[config.mk]
export PLATFORM = sky130hd
export DESIGN_NAME = sync_down_counter_flat
export DESIGN_NICKNAME = d
export VERILOG_FILES = /design/src/rtl/counter_pkg.sv /design/src/rtl/sync_down_counter_if.sv /design/src/rtl/down_count_reg.sv /design/src/rtl/sync_down_counter.sv /design/src/flat_wrapper.sv
export SDC_FILE = /design/constraint.sdc
export NUM_CORES = 1
export LEC_CHECK = 0
export BUFFER_PORTS_ARGS = -buffer_cell sky130_fd_sc_hd__buf_2
export CORE_MARGIN = 2
export CORE_UTILIZATION = 35
export CTS_CLUSTER_DIAMETER = 200
export CTS_CLUSTER_SIZE = 20
export DETAILED_ROUTE_END_ITERATION = 10
export SLEW_MARGIN = 15
export SYNTH_ARGS = -nofsm -noshare
export SYNTH_HDL_FRONTEND = slang
export SYNTH_SLANG_ARGS = --single-unit
export TNS_END_PERCENT = 20
[constraint.sdc]
create_clock -name clk -period 2.34 [get_ports clk]
set_input_delay 0.468 -clock clk [delete_from_list [all_inputs] [get_ports clk]]
set_output_delay 0.468 -clock clk [all_outputs]
set_load 0.05 [all_outputs]
[src/rtl/counter_pkg.sv]
// Shared types and defaults for the synchronous down counter.
package counter_pkg;
    localparam int DEF_WIDTH = 4;

    typedef enum logic [1:0] {
        IDLE = 2'd0,
        RUN  = 2'd1,
        DONE = 2'd2
    } state_e;
endpackage

[src/rtl/sync_down_counter_if.sv]
// Command/status bundle between a controller and the down counter.
interface sync_down_counter_if
    import counter_pkg::*;
#(
    parameter int WIDTH = DEF_WIDTH
);
    logic             clear;
    logic             load;
    logic [WIDTH-1:0] load_val;
    logic             en;
    logic             auto_reload;
    logic [WIDTH-1:0] Q;
    logic             tc;
    logic             busy;

    modport master (output clear, load, load_val, en, auto_reload,
                    input  Q, tc, busy);
    modport slave  (input  clear, load, load_val, en, auto_reload,
                    output Q, tc, busy);
endinterface

[src/rtl/down_count_reg.sv]
// Count register: clear > load > decrement, saturating at zero.
module down_count_reg
    import counter_pkg::*;
#(
    parameter int WIDTH = DEF_WIDTH
) (
    input  logic             clk,
    input  logic             reset_n,
    input  logic             i_clear,
    input  logic             i_load,
    input  logic [WIDTH-1:0] i_load_val,
    input  logic             i_dec,
    output logic [WIDTH-1:0] o_q,
    output logic             o_is_one,
    output logic             o_is_zero
);
    logic [WIDTH-1:0] r_q;

    always_ff @(posedge clk or negedge reset_n) begin
        if (!reset_n)                  r_q <= '0;
        else if (i_clear)              r_q <= '0;
        else if (i_load)               r_q <= i_load_val;
        else if (i_dec && r_q != '0)   r_q <= r_q - WIDTH'(1);
    end

    assign o_q       = r_q;
    assign o_is_one  = (r_q == WIDTH'(1));
    assign o_is_zero = (r_q == '0);
endmodule

[src/rtl/sync_down_counter.sv]
// Loadable down counter with one-shot/auto-reload modes and a registered tc pulse.
module sync_down_counter
    import counter_pkg::*;
#(
    parameter int WIDTH = DEF_WIDTH
) (
    input  logic                clk,
    input  logic                reset_n,
    sync_down_counter_if.slave  bus
);
    state_e           r_state, w_next;
    logic [WIDTH-1:0] r_reload;
    logic             r_tc, r_busy;
    logic             w_tc_nxt, w_ld, w_dec;
    logic [WIDTH-1:0] w_ld_val;
    logic [WIDTH-1:0] w_q;
    logic             w_is_one, w_is_zero;

    down_count_reg #(.WIDTH(WIDTH)) u_cnt (
        .clk        (clk),
        .reset_n    (reset_n),
        .i_clear    (bus.clear),
        .i_load     (w_ld),
        .i_load_val (w_ld_val),
        .i_dec      (w_dec),
        .o_q        (w_q),
        .o_is_one   (w_is_one),
        .o_is_zero  (w_is_zero)
    );

    always_ff @(posedge clk or negedge reset_n) begin
        if (!reset_n) begin
            r_state  <= IDLE;
            r_reload <= '0;
            r_tc     <= 1'b0;
            r_busy   <= 1'b0;
        end else begin
            r_state <= w_next;
            r_tc    <= w_tc_nxt;
            r_busy  <= (w_next == RUN);
            if (!bus.clear && bus.load) r_reload <= bus.load_val;
        end
    end

    // Zero in RUN only occurs after a tc under auto_reload; the reload
    // goes through the register's load port so no tc is raised.
    always_comb begin
        w_next   = r_state;
        w_tc_nxt = 1'b0;
        w_ld     = 1'b0;
        w_ld_val = bus.load_val;
        w_dec    = 1'b0;
        if (bus.clear) begin
            w_next = IDLE;
        end else if (bus.load) begin
            w_ld   = 1'b1;
            w_next = (bus.load_val != '0) ? RUN : IDLE;
        end else if (r_state == RUN && bus.en) begin
            if (w_is_zero) begin
                if (bus.auto_reload) begin
                    w_ld     = 1'b1;
                    w_ld_val = r_reload;
                end else begin
                    w_next = DONE;
                end
            end else begin
                w_dec = 1'b1;
                if (w_is_one) begin
                    w_tc_nxt = 1'b1;
                    if (!bus.auto_reload) w_next = DONE;
                end
            end
        end
    end

    assign bus.Q    = w_q;
    assign bus.tc   = r_tc;
    assign bus.busy = r_busy;
endmodule

[src/flat_wrapper.sv]
// flat-port wrapper written by rule: the top's interface ports become plain ports
module sync_down_counter_flat import counter_pkg::*;
#(
    parameter int WIDTH = DEF_WIDTH
)
  (clk, reset_n, bus_clear, bus_load, bus_load_val, bus_en, bus_auto_reload, bus_Q, bus_tc, bus_busy);
  sync_down_counter_if #(.WIDTH(WIDTH)) bus_i ();
  input  logic clk;
  input  logic reset_n;
  input wire logic [$bits(bus_i.clear)-1:0] bus_clear;
  input wire logic [$bits(bus_i.load)-1:0] bus_load;
  input wire logic [$bits(bus_i.load_val)-1:0] bus_load_val;
  input wire logic [$bits(bus_i.en)-1:0] bus_en;
  input wire logic [$bits(bus_i.auto_reload)-1:0] bus_auto_reload;
  output wire logic [$bits(bus_i.Q)-1:0] bus_Q;
  output wire logic [$bits(bus_i.tc)-1:0] bus_tc;
  output wire logic [$bits(bus_i.busy)-1:0] bus_busy;
  assign bus_i.clear = bus_clear;
  assign bus_i.load = bus_load;
  assign bus_i.load_val = bus_load_val;
  assign bus_i.en = bus_en;
  assign bus_i.auto_reload = bus_auto_reload;
  assign bus_Q = bus_i.Q;
  assign bus_tc = bus_i.tc;
  assign bus_busy = bus_i.busy;
  sync_down_counter #(.WIDTH(WIDTH)) u_core (.clk(clk), .reset_n(reset_n), .bus(bus_i));
endmodule
## After elaboration in Yosys (flattened, before gate mapping)

Cells that the tools add are included.

- Flip-flop bits (word level): 12
- Bits of input ports: 10
- Output and inout port bits: 6
- Word-level logic and storage cells: 45

- $add $sub $neg: 1
- Equal/unequal tests: 3
- Muxes and demuxes: 28
- Reduce and logical (&&, ||, !) cells: 8

Operator list:

| kind | count |
|---|---|
| $mux 4 | 7 |
| $mux 1 | 15 |
| $mux 2 | 6 |
| $reduce_bool 4->1 | 2 |
| $eq 2x1->1 const B | 2 |
| $eq 4x1->1 const B | 1 |
| $logic_not 4->1 | 1 |
| $sub 4x1->4 const B | 1 |
| $logic_and 1x1->1 | 3 |
| $reduce_bool 3->1 | 1 |
| $logic_not 1->1 | 1 |

## Logic depth before layout (Yosys ltp)

Gate-level depths: netlist (run 1).

- Depth in word-level cells: 9
- Gate-level depth with buffers: 6
- Depth with buffers taken out: 6

## Modules after synthesis

Synthesis (run 1) repeated with hierarchy kept, for this count alone.

- Cell total of the unflattened synthesis: 69
- Area, all modules: 747.0 µm²

Modules (own cells, without submodules):

| module | instances | cells an instance | area each (µm²) | sequential area each (µm²) |
|---|---|---|---|---|
| sync_down_counter | 1 | 36 | 434.2 | 200.2 |
| down_count_reg | 1 | 33 | 312.8 | 100.1 |

## Least setup slack after synthesis (run 1)

No wires, ideal clock.

- Path type: register -> register
- Start: reg u_core.u_cnt.r_q[0] (netlist: u_core.u_cnt.o_q[0])
- End: reg u_core.u_cnt.r_q[3] (netlist: u_core.u_cnt.o_q[3])
- Library setup time: 122 ps
- Data arrival time: 1,760 ps
- Data required time: 2,218 ps
- Setup slack: 459 ps
- Cell stages (with the launch flop): 7
- Buffers on the path: 0
- Period minus slack after synthesis: 1,881 ps
- Cells stage by stage: dfrtp_1 -> inv_1 -> ha_1 -> nand2_1 -> o221ai_1 -> a32o_1 -> a32o_1

- Word-level cells in the longest chain between the ends: 7
- Elaborated cells on any way between the ends: 19
- Those cells by class: add/sub (1); mux (14); reduce/logical (4)

RTL lines:

| element | line | text |
|---|---|---|
| start, declared | down_count_reg.sv:17 | `logic [WIDTH-1:0] r_q;` |
| start signal, assigned | down_count_reg.sv:22 | `else if (i_load) r_q <= i_load_val;` |
| start signal, assigned | down_count_reg.sv:23 | `else if (i_dec && r_q != '0) r_q <= r_q - WIDTH'(1);` |
| $logic_not 4->1 | down_count_reg.sv:28 | `assign o_is_zero = (r_q == '0);` |
| $mux 1 | sync_down_counter.sv:59 | `if (w_is_zero) begin` |
| $mux 1 | sync_down_counter.sv:58 | `end else if (r_state == RUN && bus.en) begin` |
| $mux 1 | sync_down_counter.sv:55 | `end else if (bus.load) begin` |
| $mux 1 | sync_down_counter.sv:53 | `if (bus.clear) begin` |
| $mux 4 / $logic_and 1x1->1 (equally long branches) | down_count_reg.sv:22, down_count_reg.sv:23 |  |
| $mux 4 / $reduce_bool 3->1 (equally long branches) | - |  |

Several ways; a longest one is shown, not always the timed one. The select of a mux whose other input is x is not followed.
A chain may end at the register's enable or synchronous reset.

## Final worst setup path (run 1)

Same ends and word-level chain as after synthesis.

==> impl.org, run 1 <==
** Power
- Of the total power, the share spent switching nets is 0.3139.
- For this design the total switching power over the nets is roughly 170 uW.
- Sequential fraction of design power :: 0.448
- IR analysis of the VDD net gives a maximum drop of 0.0003492 V.
- In this run the static leakage power is roughly 0.00039 uW.
- Portion of total power attributed to the clock network :: 0.315
- For this design the ratio of total power to cell area is 609.4 mW/mm2.
- Int Pwr :: 370.9 uW
- The share of total power dissipated in combinational logic is 0.236.

** Timing
- For this run, the top clock speed supported by timing is just under 600 MHz.
- Of the available clock period, the critical path in the final layout requires 0.7322.
- Endpoints failing hold :: 0
- Crit path setup slack, layout :: 0.6266 ns
- The smallest clock period supported by the final layout is computed as about 1.7 ns.
- Setup repair after global routing left no endpoint under its margin.
- Slew headroom :: 0.7759
- Setup violations remaining at the end of the flow were counted as 0.
- Final worst clock skew :: between 0.009 and 0.01 ns
- For the pin with the worst max-slew slack, the measured transition is 0.3350 ns.
- The final number of max-transition violations came to 0.
- Aggregate negative setup slack :: 0 ns

** Setup path
- The setup path with the least slack is of type reg -> reg.
- Cell type with the highest occurrence count on the critical path :: sky130_fd_sc_hd__a32o_1
- Category of the worst setup path launch point :: flip-flop
- R2R cell count :: 6
- Arrival time of the worst setup path :: around 1.9 ns
- Data required time of the worst path :: 2.52 ns
- STA classifies the critical path endpoint as a flip-flop.
- Largest fanout of any net on the critical path :: 6
- On the critical path, the stage with the largest delay is an instance of sky130_fd_sc_hd__dfrtp_1.
- Ordered list of cells on the worst path :: inv_1 -> ha_1 -> nor4b_2 -> nor3_1 -> a32o_1 -> a32o_1
- On the worst path, the slowest cell contributes a delay of 0.44 ns.

** CTS
- The later pin in the worst-skew pair is clocked with a latency of approximately 0.28 ns.
- In this run the post-CTS setup repair buffer count came out at 0.
- TritonCTS built the clock tree.
- Worst-path clk slew :: around 0.09 ns
- The number of hold buffers added after CTS was 0.
- Number of clock sinks seen by CTS :: 12
- Buffers inserted during clock tree synthesis total 3.
- CTS HTree Levels :: 1
- The tree is rooted in a sky130_fd_sc_hd__clkbuf_4.
- Post-cts gate resize count :: 0
- No sink is reached through more buffers than the 2 on the longest clock path.

** Cells and area
- Final antenna diode count :: 0
- Relative to the synthesized area, the layout overhead comes to 18.36%.
- The filler cells instantiated in the layout total 193.
- In the final design database the tool counted 98 nets.
- Ratio of cells with drive above 1 in the final layout :: 0.3765

** Die
- Number of rows in the core area :: 16
- Die footprint :: 0.002528 mm2
- Starting utilization of the core area :: 0.3782
- Die height :: 50.28 um
- # IOs :: 16
- Die extent in x :: slightly above 50 um
- After floorplanning, the core was sized to cover slightly below 0.002 mm2.

** Drt
- After detailed routing, the average wire length per cell comes to between 10 and 15 um.
- Number of vias per cell :: 5.268
- For this run, design rule violations remaining after detail routing come to 0.
- Number of iterations in the first detailed-routing pass :: 4
- Number of nets with antenna violations after routing :: 0
- Starting DRC count in detailed routing :: 5
- Total number of vias :: 590
- Wirelength, routed :: 1.496 mm

** Logic synthesis
- In this run, synthesis produced a sequential element count of 12.
- In this run, synthesis inferred 0 flip-flops with an integrated enable.
- Mapped Avg Cell Area :: about 11 um2
- Most used flip-flop cell after synthesis :: sky130_fd_sc_hd__dfrtp_1
- Counting every net in the synthesized netlist gives slightly below 80.
- After technology mapping, the gate count stands at 67.
- Top-count cell post-synth :: sky130_fd_sc_hd__dfrtp_1
- Largest area contributor in the netlist :: sky130_fd_sc_hd__dfrtp_1
- Top cells by count, synth :: sky130_fd_sc_hd__dfrtp_1, sky130_fd_sc_hd__nor3_1, sky130_fd_sc_hd__a21oi_1, sky130_fd_sc_hd__mux2_2, sky130_fd_sc_hd__nor2b_1
- Synth async-reset ratio :: 1.000
- Netlist area before placement :: between 700 and 800 um2
- Number of different library cells in the post-synthesis netlist :: 32
- Of the post-synthesis cell area, the dominant cell type holds 0.4007.
- Synthesis Warnings :: 0
- By area the synthesized netlist is led by sky130_fd_sc_hd__dfrtp_1, sky130_fd_sc_hd__mux2_2, sky130_fd_sc_hd__nor3_1.
- The share of the Yosys chip area taken by registers is 0.4007.

** Placed design
- Count of input and output buffers :: 15
- Final weighted congestion in routability-driven placement :: 0.8603
- Timing analysis after detailed placement gives a worst setup slack of 0.6415 ns.
- Post-DP HPWL :: 1.174 mm

** Global routing
- For this run the aggregate overflow at the end of global routing stands at 0.
- Entering global routing, the biggest net connects 15 pins.
- Wire length of the first global-routing pass :: 2.780 mm
- The number of antenna violations at the first check in global routing came to 0.
- All-layer global routing usage :: 0.1478
- Via count of the first global-routing pass :: 594

** Job
- The tool flagged a number of max-cap violations equal to 0.

** Worst hold path
- The worst hold path belongs to the class in -> async.

** Status
- Status :: complete, no violations
==> cell usage in the layout (no fill, tap or decap) <==
cell type	Yosys	final
sky130_fd_sc_hd__clkbuf_8	0	1
sky130_fd_sc_hd__nor3b_1	2	2
sky130_fd_sc_hd__nand4b_1	1	1
sky130_fd_sc_hd__nor4_2	1	1
sky130_fd_sc_hd__nor3_4	1	1
sky130_fd_sc_hd__o221ai_1	1	1
sky130_fd_sc_hd__mux2i_1	1	1
sky130_fd_sc_hd__nand3b_1	1	1
sky130_fd_sc_hd__buf_2	0	15
sky130_fd_sc_hd__o41ai_2	1	1
sky130_fd_sc_hd__nor4_4	1	1
sky130_fd_sc_hd__nor2_1	3	3
sky130_fd_sc_hd__a21oi_1	5	5
sky130_fd_sc_hd__nor3_2	1	1
sky130_fd_sc_hd__dfrtp_1	12	12
sky130_fd_sc_hd__nor4b_2	1	1
sky130_fd_sc_hd__o21a_1	3	3
sky130_fd_sc_hd__nor3_1	6	6
sky130_fd_sc_hd__nand3_1	1	1
sky130_fd_sc_hd__a211oi_1	1	1
sky130_fd_sc_hd__nand2b_1	1	1
sky130_fd_sc_hd__nand2_1	1	1
sky130_fd_sc_hd__a32o_1	2	2
sky130_fd_sc_hd__nor4b_1	1	1
sky130_fd_sc_hd__or2_4	1	1
sky130_fd_sc_hd__nor2b_1	4	4
sky130_fd_sc_hd__ha_1	2	2
sky130_fd_sc_hd__clkbuf_4	1	3
sky130_fd_sc_hd__nand3b_4	1	1
sky130_fd_sc_hd__mux2_2	4	4
sky130_fd_sc_hd__and3_1	1	1
sky130_fd_sc_hd__inv_1	3	3
sky130_fd_sc_hd__or2_1	1	1
sky130_fd_sc_hd__nor3b_2	1	1
==> critical path, delay by kind of cell (launching register included) <==
family | cells | cell delay [ns]
AOI/OAI and AO/OA | 2 | 0.44
adders and majority gates | 1 | 0.23
buffers and inverters | 1 | 0.11
DFF | 1 | 0.44
and+or+nand+nor | 2 | 0.39
==> cell families after synthesis <==
family | after synthesis | synth area share
AO/OA/AOI/OAI | 13 | 0.1336
multiplexers | 5 | 0.07345
buffers and inverters | 4 | 0.02504
adder cells (fa/ha/maj) | 2 | 0.03338
AND/OR/NAND/NOR | 31 | 0.3339
flip-flops | 12 | 0.4007
==> layer usage <==
metal / wire length [um] / global-route usage / part of all wire
met5: 0 / 0 / 0
met4: 29 / 0.09722 / 0.019
met3: 73 / 0.02083 / 0.049
met2: 706 / 0.2281 / 0.47
met1: 688 / 0.1914 / 0.46
==> area by class of cell <==
cell class,count,area (um2),area share
Inverter,3,11.26,0.01269
Sequential cell,12,300.3,0.3385
Clock buffer,4,36.28,0.04090
Tap cell,27,33.78,0.03808
Timing Repair Buffer,15,75.07,0.08463
Multi-Input combinational cell,51,430.4,0.4852
==> final timing paths <==
check | from | slack, ns | end
max | u_core.u_cnt.o_q[0] | 0.63 | u_core.u_cnt.o_q[3]
min | reset_n | 0.05 | u_core.r_reload[2]
max reg2reg | u_core.u_cnt.o_q[0] | 0.63 | u_core.u_cnt.o_q[3]
min reg2reg | u_core.r_reload[3] | 0.51 | u_core.r_reload[3]
max in group asynchronous | reset_n | 2.06 | u_core.u_cnt.o_q[2]
min in group clk | bus_load_val[1] | 0.43 | u_core.r_reload[1]
==> power groups by stage <==
stage / combinational, uW / sequential (uW) / clock [uW]
3_3_place_gp: 129 / 246 / 0
5_1_grt: 142 / 246 / 181
3_5_place_dp: 129 / 247 / 0
4_1_cts: 129 / 243 / 176
6_report: 128 / 242 / 171
2_1_floorplan: 71.8 / 266 / 0
==> stage by stage <==
step           utilization  hold slack (ns)  total power, uW  area (um2)  std cells
2_1_floorplan            -           0.1724            337.6       749.5         67
3_3_place_gp        0.4293           0.3638            374.8       850.8        108
3_5_place_dp        0.4293           0.3710            376.0       850.8        108
4_1_cts             0.4476          0.05810            547.8       887.1        112
5_1_grt             0.4476          0.07086            568.9       887.1        112
6_report            0.4476          0.05212            540.6       887.1        112
==> flip-flops by register name, summed over array words and instances, names as in the netlist <==
register and cells:
u_core.bus.busy 1, u_core.bus.tc 1, u_core.r_reload 4, u_core.r_state 2
u_core.u_cnt.o_q 4
Power figures use the tool's default switching activity.
==> run 2: changes to the inputs <==
==> constraint.sdc (replaced) <==
create_clock -name clk -period 1.5 [get_ports clk]
set_input_delay 0.3 -clock clk [delete_from_list [all_inputs] [get_ports clk]]
set_output_delay 0.3 -clock clk [all_outputs]
set_load 0.05 [all_outputs]
==> run 2 against run 1 <==
Compared with the run above:
- highest routed layer unchanged
- the flow now finishes with violations (negative setup slack)
- critical endpoint unchanged
- clock power grew 22%
- register-to-register slack got worse by 0.63 ns
- sequential cell count is the same
==> impl.org, run 2 (synthesized netlist as in run 1, its figures left out) <==
** Status
- Status :: finished, violations left (was complete, no violations)
- Failing checks :: negative setup slack

** Drt
- The final wirelength came to 1.695 mm (was 1.496 mm).
- The via density per instance was 5.344 (was 5.268).
- Wirelength per Cell :: 13.89 um (was 13.36 um)
- Number of nets with antenna violations after routing :: 0 (unchanged)
- The first-pass detailed-route iteration total was 4 (unchanged).
- The detailed-route via count is 652 (was 590).
- The number of design-rule violations left by the first detailed-router iteration came to 16 (was 5).
- The post-route DRC violation count was 0 (unchanged).

** Die
- Die footprint :: 0.002528 mm2 (unchanged)
- The placement row count was 16 (unchanged).
- The number of ports placed on the die boundary came to 16 (unchanged).
- The chip height came to 50.28 um (unchanged).
- The x dimension of the die is 50.28 um (unchanged).
- Core Footprint :: 0.001982 mm2 (unchanged)
- Starting utilization of the core area :: 0.3782 (unchanged)

** Job
- The max-cap check violation count came to 0 (unchanged).

** Timing
- Setup repair after global routing missed its margin: yes (was no).
- Endpoints failing hold :: 0 (unchanged)
- Final worst clock skew :: 0.007922 ns (was 0.009978 ns)
- The post-route worst hold slack is 0.2799 ns (was 0.05212 ns).
- The transition time at the pin with the least slew margin was 0.3355 ns (was 0.3350 ns).
- Slew headroom :: 0.7755 (was 0.7759)
- The final period demand of the worst path is 1.504 ns (was 1.713 ns).
- Top achievable clock speed :: 664.8 MHz (was 583.6 MHz)
- Aggregate negative setup slack :: -0.004167 ns (was 0 ns)
- Final setup violation count :: 1 (was 0)
- Final number of max-transition violations :: 0 (unchanged)
- The final critical-path setup slack was -0.004167 ns (was 0.6266 ns).
- The final worst-path cycle share was 1.003 (was 0.7322).

** CTS
- CTS HTree Levels :: 1 (unchanged)
- The number of clock buffers inserted by TritonCTS came to 3 (unchanged).
- The clock-pin slew on the worst setup and hold paths came to 0.08 ns (was 0.09 ns).
- CTS root buf :: sky130_fd_sc_hd__clkbuf_4 (unchanged)
- Maximum buffer depth of the clock tree :: 2 (unchanged)
- The worst-skew pair later-pin latency was 0.27 ns (was 0.28 ns).
- The TritonCTS clock tree is done (unchanged).
- The number of clock sinks is 12 (unchanged).

** Worst hold path
- The path with the worst hold slack has its endpoint at u_core.r_reload[1].
- The worst hold path passes through 2 cells.
- Worst min path class :: in -> reg (was in -> async)
- Launch instance of the worst min-delay path :: bus_load_val[1]

** Setup path
- The slowest stage cell on the critical path is sky130_fd_sc_hd__dfrtp_2 (was sky130_fd_sc_hd__dfrtp_1).
- Ordered list of cells on the worst path: inv_2 -> ha_4 -> nor4b_4 -> nor3_2 -> a32o_1 -> a32o_1 (was inv_1 -> ha_1 -> nor4b_2 -> nor3_1 -> a32o_1 -> a32o_1).
- Data required time of the worst path :: 1.66 ns (was 2.52 ns)
- Arrival time of the worst setup path :: 1.67 ns (was 1.89 ns)
- FF-to-FF End :: u_core.u_cnt.o_q[3] (unchanged)
- Kind of cell adding the most delay to the critical path :: flip-flops (unchanged)
- Startpoint-to-endpoint class of the critical path :: reg -> reg (unchanged)
- The startpoint class of the critical path is a flip-flop (unchanged).
- The worst path buffer plus inverter count was 1 (unchanged).
- The biggest fanout along the worst timing path is 4 (was 6).
- The number of cells on the worst reg-to-reg path was 6 (unchanged).
- Cell type with the highest occurrence count on the critical path :: sky130_fd_sc_hd__a32o_1 (unchanged)
- The minimum setup slack among reg-to-reg paths is -0.004 ns (was 0.63 ns).
- Element type at the critical path end :: flip-flop (unchanged)
- The launching point of the worst reg2reg path was u_core.u_cnt.o_q[0] (unchanged).
- The largest incremental delay on the critical path is 0.44 ns (about the same).

** Global routing
- The number of global-route vias before repair is 643 (was 594).
- Maximum number of pins on one net before global-route repair :: 15 (unchanged)
- The global-route usage over all layers was 0.1534 (was 0.1478).
- The remaining global-route overflow was 0 (unchanged).
- Wire length of the first global-routing pass :: 2.953 mm (was 2.780 mm)
- Antenna violations before repair :: 0 (unchanged)

** Cells and area
- The final cell count without fillers came to 122 (was 112).
- The number of inserted diodes was 0 (unchanged).
- Ratio of cells with drive above 1 in the final layout :: 0.5474 (was 0.3765)
- The most common cell after layout, fill and taps aside was sky130_fd_sc_hd__buf_2 (unchanged).
- Number of nets in the layout :: 108 (was 98)
- Most frequent cells in the layout: sky130_fd_sc_hd__buf_2, sky130_fd_sc_hd__buf_4, sky130_fd_sc_hd__dfrtp_1 (was sky130_fd_sc_hd__buf_2, sky130_fd_sc_hd__dfrtp_1, sky130_fd_sc_hd__nor3_1).
- Syn-to-layout area delta :: 33.72% (was 18.36%)

** Placed design
- The worst-case setup slack after placement came to -0.0005640 ns (was 0.6415 ns).
- The sum of net half-perimeters after detailed placement came to 1.262 mm (was 1.174 mm).
- The number of buffer cells added on primary ports is 15 (unchanged).
- The count of placed standard cells including taps was 113 (was 108).
- Final weighted congestion in routability-driven placement :: 0.8327 (was 0.8603)

** Power
- The worst vdd rail ir drop was 0.0004633 V (was 0.0003492 V).
- The total design power came to 843.1 uW (was 540.6 uW).
- Leak Pwr :: 0.0004351 uW (was 0.0003877 uW)
- Cell Pwr Density :: 841.3 mW/mm2 (was 609.4 mW/mm2)
-- run 2: report_power, final --
group | total, uW | internal (uW) | switching (uW)
Clock | 208 | 103 | 105
Combinational | 255 | 116 | 139
Sequential | 380 | 353 | 27.0
Total | 843 | 572 | 271
-- run 2: worst max path at each step --
stage / from / to / slack (ns) / cells after the start
finish: u_core.u_cnt.o_q[0] / u_core.u_cnt.o_q[3] / -0.004 / 6
global route: u_core.u_cnt.o_q[0] / u_core.u_cnt.o_q[3] / -0.07 / 6
CTS: u_core.u_cnt.o_q[0] / u_core.u_cnt.o_q[3] / -0.002 / 6
detailed placement: u_core.u_cnt.o_q[0] / u_core.u_cnt.o_q[3] / -0.0006 / 6
global placement: u_core.u_cnt.o_q[3] / u_core.u_cnt.o_q[0] / 0.01 / 4
floorplan: u_core.u_cnt.o_q[0] / u_core.u_cnt.o_q[3] / -0.08 / 6
-- run 2: repair_timing --
| item | in CTS | in global routing |
|---|---|---|
| hold buffers | 1 | 0 |
| endpoints found under the hold margin | 12 | 0 |
| pin swaps | 0 | 2 |
| gates resized for setup | 1 | 3 |
| cloned | 0 | 0 |
| setup buffers | 1 | 3 |
| endpoints found under the setup margin | 1 | 5 |
-- run 2: metrics by stage --
stage	utilization	cell area [um2]
after floorplan	-	778.2
after global placement	0.4628	917.1
after detailed placement	0.4628	917.1
after CTS	0.4874	965.9
after global routing	0.5057	1002
final	0.5057	1002
-- run 2: layout make-up --
class | count | area (um2)
Fill cell | 193 | 979.7
Multi-Input combinational cell | 51 | 473.0
Sequential cell | 12 | 305.3
Timing Repair Buffer | 25 | 152.6
Tap cell | 27 | 33.78
Clock buffer | 4 | 26.28
Inverter | 3 | 11.26
-- run 2: layer usage --
metal | global-route usage | wire (um) | vias to the layer above | share of wire
met1 | 0.2140 | 808 | 323 | 0.48
met2 | 0.2434 | 807 | 14 | 0.48
met4 | 0.05556 | 15 | 0 | 0.0088
met5 | 0 | 0 | - | 0
li1 | - | - | 313 | -
met3 | 0.01786 | 63 | 2 | 0.037
==> run 3: changes to the inputs <==
--- a/config.mk
+++ b/config.mk
@@ -5,6 +5,7 @@
 export SDC_FILE = /design/constraint.sdc
 export NUM_CORES = 1
 export LEC_CHECK = 0
+export ABC_AREA = 1
 export BUFFER_PORTS_ARGS = -buffer_cell sky130_fd_sc_hd__buf_2
 export CORE_MARGIN = 2
 export CORE_UTILIZATION = 35
==> run 3 against run 2 <==
Compared with the run above:
- the run now ends clean
- wire length fell by 5.5%
- clock skew barely moved
- critical path depth decreased by 3
- combinational power increased by 60%
- sequential share of layout area is 1.4 points higher
- global-route usage fell by 0.95 points
- cell area down 4.7%
- synthesized cell count is 43% higher
- sequential power is 5% higher
- critical endpoint is now bus_Q[1]
==> impl.org, run 3 <==
** Logic synthesis
- The cell accounting for the most synthesized area is sky130_fd_sc_hd__dfrtp_1 (unchanged).
- The summed instance area of the synthesized netlist was 728.2 um2 (was 749.5 um2).
- Synth Instances :: 96 (was 67)
- The number of distinct library cells after synthesis was 17 (was 32).
- The post-synthesis net count came to 108 (was 79).
- Flip-flop and latch count after synthesis :: 12 (unchanged)
- Top cells by count, synth :: sky130_fd_sc_hd__nand2_1, sky130_fd_sc_hd__nor2_1, sky130_fd_sc_hd__dfrtp_1, sky130_fd_sc_hd__inv_1, sky130_fd_sc_hd__nand3_1 (was sky130_fd_sc_hd__dfrtp_1, sky130_fd_sc_hd__nor3_1, sky130_fd_sc_hd__a21oi_1, sky130_fd_sc_hd__mux2_2, sky130_fd_sc_hd__nor2b_1)
- Synthesis Warnings :: 0 (unchanged)
- The share of synthesized flip-flops with an asynchronous set or reset was 1.000 (unchanged).
- Top-count cell post-synth :: sky130_fd_sc_hd__nand2_1 (was sky130_fd_sc_hd__dfrtp_1)
- The proportion of synthesized chip area in sequential cells came to 0.4124 (was 0.4007).
- Mapped Avg Cell Area :: 7.585 um2 (was 11.19 um2)
- Fraction of post-synthesis cell area in the top cell type by area :: 0.4124 (was 0.4007)
- The count of flip-flops with a built-in enable after synthesis is 0 (unchanged).
- Most area-consuming cells after synthesis: sky130_fd_sc_hd__dfrtp_1, sky130_fd_sc_hd__nand2_1, sky130_fd_sc_hd__nor2_1 (was sky130_fd_sc_hd__dfrtp_1, sky130_fd_sc_hd__mux2_2, sky130_fd_sc_hd__nor3_1).
- Most used flip-flop cell after synthesis :: sky130_fd_sc_hd__dfrtp_1 (unchanged)

** CTS
- TritonCTS buffer count :: 3 (unchanged)
- The number of clock sinks came to 12 (unchanged).
- Maximum buffer depth of the clock tree :: 2 (unchanged)
- Insertion delay of the later-clocked pin in the worst-skew pair :: 0.29 ns (was 0.27 ns)
- CTS HTree Levels :: 1 (unchanged)
- The clock-pin slew on the worst setup and hold paths was 0.08 ns (about the same).
- CTS root buf :: sky130_fd_sc_hd__clkbuf_4 (unchanged)
- The TritonCTS clock tree was done (unchanged).

** Drt
- The via density per instance is 4.537 (was 5.344).
- Number of nets with antenna violations after routing :: 0 (unchanged)
- The detailed-route via count came to 676 (was 652).
- Wirelength per Cell :: 10.74 um (was 13.89 um)
- The number of design-rule violations left by the first detailed-router iteration came to 5 (was 16).
- Post-detailed-route DRC marker count :: 0 (unchanged)
- Wirelength, routed :: 1.601 mm (was 1.695 mm)
- The first-pass detailed-route iteration total is 5 (was 4).

** Cells and area
- Final design area excluding fillers :: 954.7 um2 (was 0.001002 mm2)
- Final antenna diode count :: 0 (unchanged)
- Total area of multi-input combinational cells :: 396.6 um2 (was 473.0 um2)
- Most common library cell in the layout ignoring fill and taps :: sky130_fd_sc_hd__nand2_1 (was sky130_fd_sc_hd__buf_2)
- Post-route non-filler standard cell count :: 149 (was 122)
- FILL cells :: 224 (was 193)
- The layout cell share with drive strength beyond 1 was 0.3689 (was 0.5474).
- Seq. cell area :: 304.0 um2 (was 305.3 um2)
- The net count of the finished layout came to 135 (was 108).
- Syn-to-layout area delta :: 31.10% (was 33.72%)
- Most frequent cells in the layout :: sky130_fd_sc_hd__nand2_1, sky130_fd_sc_hd__buf_2, sky130_fd_sc_hd__nor2_1 (was sky130_fd_sc_hd__buf_2, sky130_fd_sc_hd__buf_4, sky130_fd_sc_hd__dfrtp_1)

** Timing
- The final critical-path setup slack came to 0.03862 ns (was -0.004167 ns).
- Actual slew at the worst max-slew pin :: 0.3250 ns (was 0.3355 ns)
- Setup repair after global routing missed its margin :: yes (unchanged)
- Endpoints failing hold :: 0 (unchanged)
- Top achievable clock speed :: 684.3 MHz (was 664.8 MHz)
- Final worst clock skew :: 0.007828 ns (was 0.007922 ns)
- Shortest clock period the worst path allows after layout :: 1.461 ns (was 1.504 ns)
- Slew headroom :: 0.7826 (was 0.7755)
- The final number of max-transition violations is 0 (unchanged).
- Final setup violation count :: 0 (was 1)
- The final worst-path cycle share was 0.9743 (was 1.003).

** Setup path
- FF-to-FF End :: u_core.u_cnt.o_q[2] (was u_core.u_cnt.o_q[3])
- The most used cell along the critical path is sky130_fd_sc_hd__buf_4 (was sky130_fd_sc_hd__a32o_1).
- Largest stage delay, worst path :: 0.42 ns (was 0.44 ns)
- The slowest stage cell on the critical path is sky130_fd_sc_hd__dfrtp_2 (unchanged).
- The number of cells on the worst reg-to-reg path is 10 (was 6).
- Data required time of the worst path :: 1.20 ns (was 1.66 ns)
- The critical setup path kind is reg -> out (was reg -> reg).
- Source of the worst register-to-register timing path :: u_core.u_cnt.o_q[1] (was u_core.u_cnt.o_q[0])
- Kind of cell adding the most delay to the critical path :: buffers and inverters (was flip-flops)
- The startpoint class of the critical path was a flip-flop (unchanged).
- Element type at the critical path end :: output port (was flip-flop)
- The minimum setup slack among reg-to-reg paths is 0.08 ns (was -0.004 ns).
- The data arrival time of the critical path is 1.16 ns (was 1.67 ns).
- The biggest fanout along the worst timing path came to 3 (was 4).
- Ordered list of cells on the worst path :: buf_4 -> buf_4 -> buf_2 (was inv_2 -> ha_4 -> nor4b_4 -> nor3_2 -> a32o_1 -> a32o_1)
- Number of buffer and inverter instances along the worst setup path :: 3 (was 1)

** Power
- Maximum vdd drop :: 0.0003976 V (was 0.0004633 V)
- The power per unit of standard cell area was 1128 mW/mm2 (was 841.3 mW/mm2).
- Leak Pwr :: 0.0004865 uW (was 0.0004351 uW)

** Die
- Die footprint :: 0.002462 mm2 (was 0.002528 mm2)
- The number of ports placed on the die boundary is 16 (unchanged).
- The starting utilization of the core area came to 0.3712 (was 0.3782).
- The core area came to 0.001962 mm2 (was 0.001982 mm2).
- Number of rows in the core area :: 16 (unchanged)
- Die height :: 49.62 um (was 50.28 um)
- The x dimension of the die came to 49.62 um (was 50.28 um).

** Placed design
- Cell Area, Placed :: 854.6 um2 (was 917.1 um2)
- Post-Place Setup Slack :: 0.05347 ns (was -0.0005640 ns)
- Post-Place Cells :: 140 (was 113)
- Final weighted congestion in routability-driven placement :: 0.8109 (was 0.8327)
- The sum of net half-perimeters after detailed placement was 1.200 mm (was 1.262 mm).
- Count of input and output buffers :: 15 (unchanged)

** Status
- Status: complete, no violations (was finished, violations left).

** Global routing
- The maximum number of pins on one net before global-route repair was 13 (was 15).
- The number of global-route vias before repair came to 644 (was 643).
- Total grt overflow :: 0 (unchanged)
- The global-route usage over all layers was 0.1439 (was 0.1534).
- Wire length of the first global-routing pass :: 2.677 mm (was 2.953 mm)
- Antenna violations before repair :: 0 (unchanged)

** Worst hold path
- Launch instance of the worst min-delay path :: bus_load_val[1] (unchanged)
- Hold-critical path depth :: 3 (was 2)
- Worst min path class :: in -> reg (unchanged)
- The hold path endpoint is u_core.r_reload[1] (unchanged).

** Job
- Number of maximum-capacitance violations :: 0 (unchanged)
[run 3: worst register-to-register path, stage by stage (launching register included)]
cell and delay, ns:
sky130_fd_sc_hd__dfrtp_2 0.42, sky130_fd_sc_hd__inv_2 0.09, sky130_fd_sc_hd__ha_4 0.17, sky130_fd_sc_hd__nand3_4 0.08, sky130_fd_sc_hd__nor2_4 0.17, sky130_fd_sc_hd__nand2_2 0.08, sky130_fd_sc_hd__nand2_4 0.10, sky130_fd_sc_hd__nor2_2 0.04
sky130_fd_sc_hd__nor2_1 0.10, sky130_fd_sc_hd__nand2_1 0.07, sky130_fd_sc_hd__nand2_1 0.06
[run 3: how the worst max path moves through the flow]
stage	start	endpoint	slack, ns	depth (start not counted)
6_report	u_core.u_cnt.o_q[1]	bus_Q[1]	0.04	3
3_5_place_dp	u_core.u_cnt.o_q[0]	u_core.u_cnt.o_q[0]	0.05	9
2_1_floorplan	u_core.u_cnt.o_q[0]	u_core.u_cnt.o_q[2]	0.009	10
5_1_grt	u_core.u_cnt.o_q[1]	u_core.u_cnt.o_q[2]	-0.03	10
3_3_place_gp	u_core.u_cnt.o_q[0]	u_core.u_cnt.o_q[0]	0.08	9
4_1_cts	u_core.u_cnt.o_q[0]	u_core.u_cnt.o_q[0]	0.03	9
[run 3: what timing repair did]
item,4_1_cts,5_1_grt
resized for setup,0,7
hold buffers,1,0
hold endpoints to repair,12,0
setup buffers,0,4
setup endpoints to repair,0,4
[run 3: layer usage]
| metal | up-vias | share of wire | GRT usage |
|---|---|---|---|
| met1 | 303 | 0.47 | 0.1844 |
| li1 | 355 | - | - |
| met2 | 14 | 0.46 | 0.2200 |
| met5 | - | 0 | 0 |
| met4 | 0 | 0.022 | 0.08333 |
| met3 | 4 | 0.042 | 0.03333 |
[run 3: stage by stage]
| step | total power, uW | hold slack [ns] | utilization | TNS, ns |
|---|---|---|---|---|
| final | 1077 | 0.2562 | 0.4866 | 0 |
| after global routing | 1149 | 0.2695 | 0.4866 | -0.03360 |
| after CTS | 1027 | 0.2551 | 0.4592 | 0 |
| after detailed placement | 748.6 | 0.2019 | 0.4356 | 0 |
| after global placement | 746.8 | 0.1975 | 0.4356 | 0 |
| after floorplan | 652.8 | 0.004409 | - | 0 |
[run 3: logic make-up (layout without fill, tap and decap cells)]
group	after synthesis	in the layout	synth area share
and+or+nand+nor	57	57	0.3866
DFF	12	12	0.4124
AOI/OAI and AO/OA	10	10	0.06872
xor gates and xnor gates	2	2	0.02406
adders and majority gates	2	2	0.03436
buffers and inverters	13	39	0.07389
[run 3: power breakdown]
group / internal (uW) / leakage, uW / switching, uW
clock network: 148 / 0.0000210 / 121
logic: 154 / 0.000317 / 256
registers: 365 / 0.000148 / 33.8
[run 3: cell type report]
type                       instances  share of cell area
multi-input combinational         71              0.4155
sequential                        12              0.3185
timing repair buffer              22              0.1363
inverter                          13             0.05636
clock buffer                       4             0.03801
tap                               27             0.03539
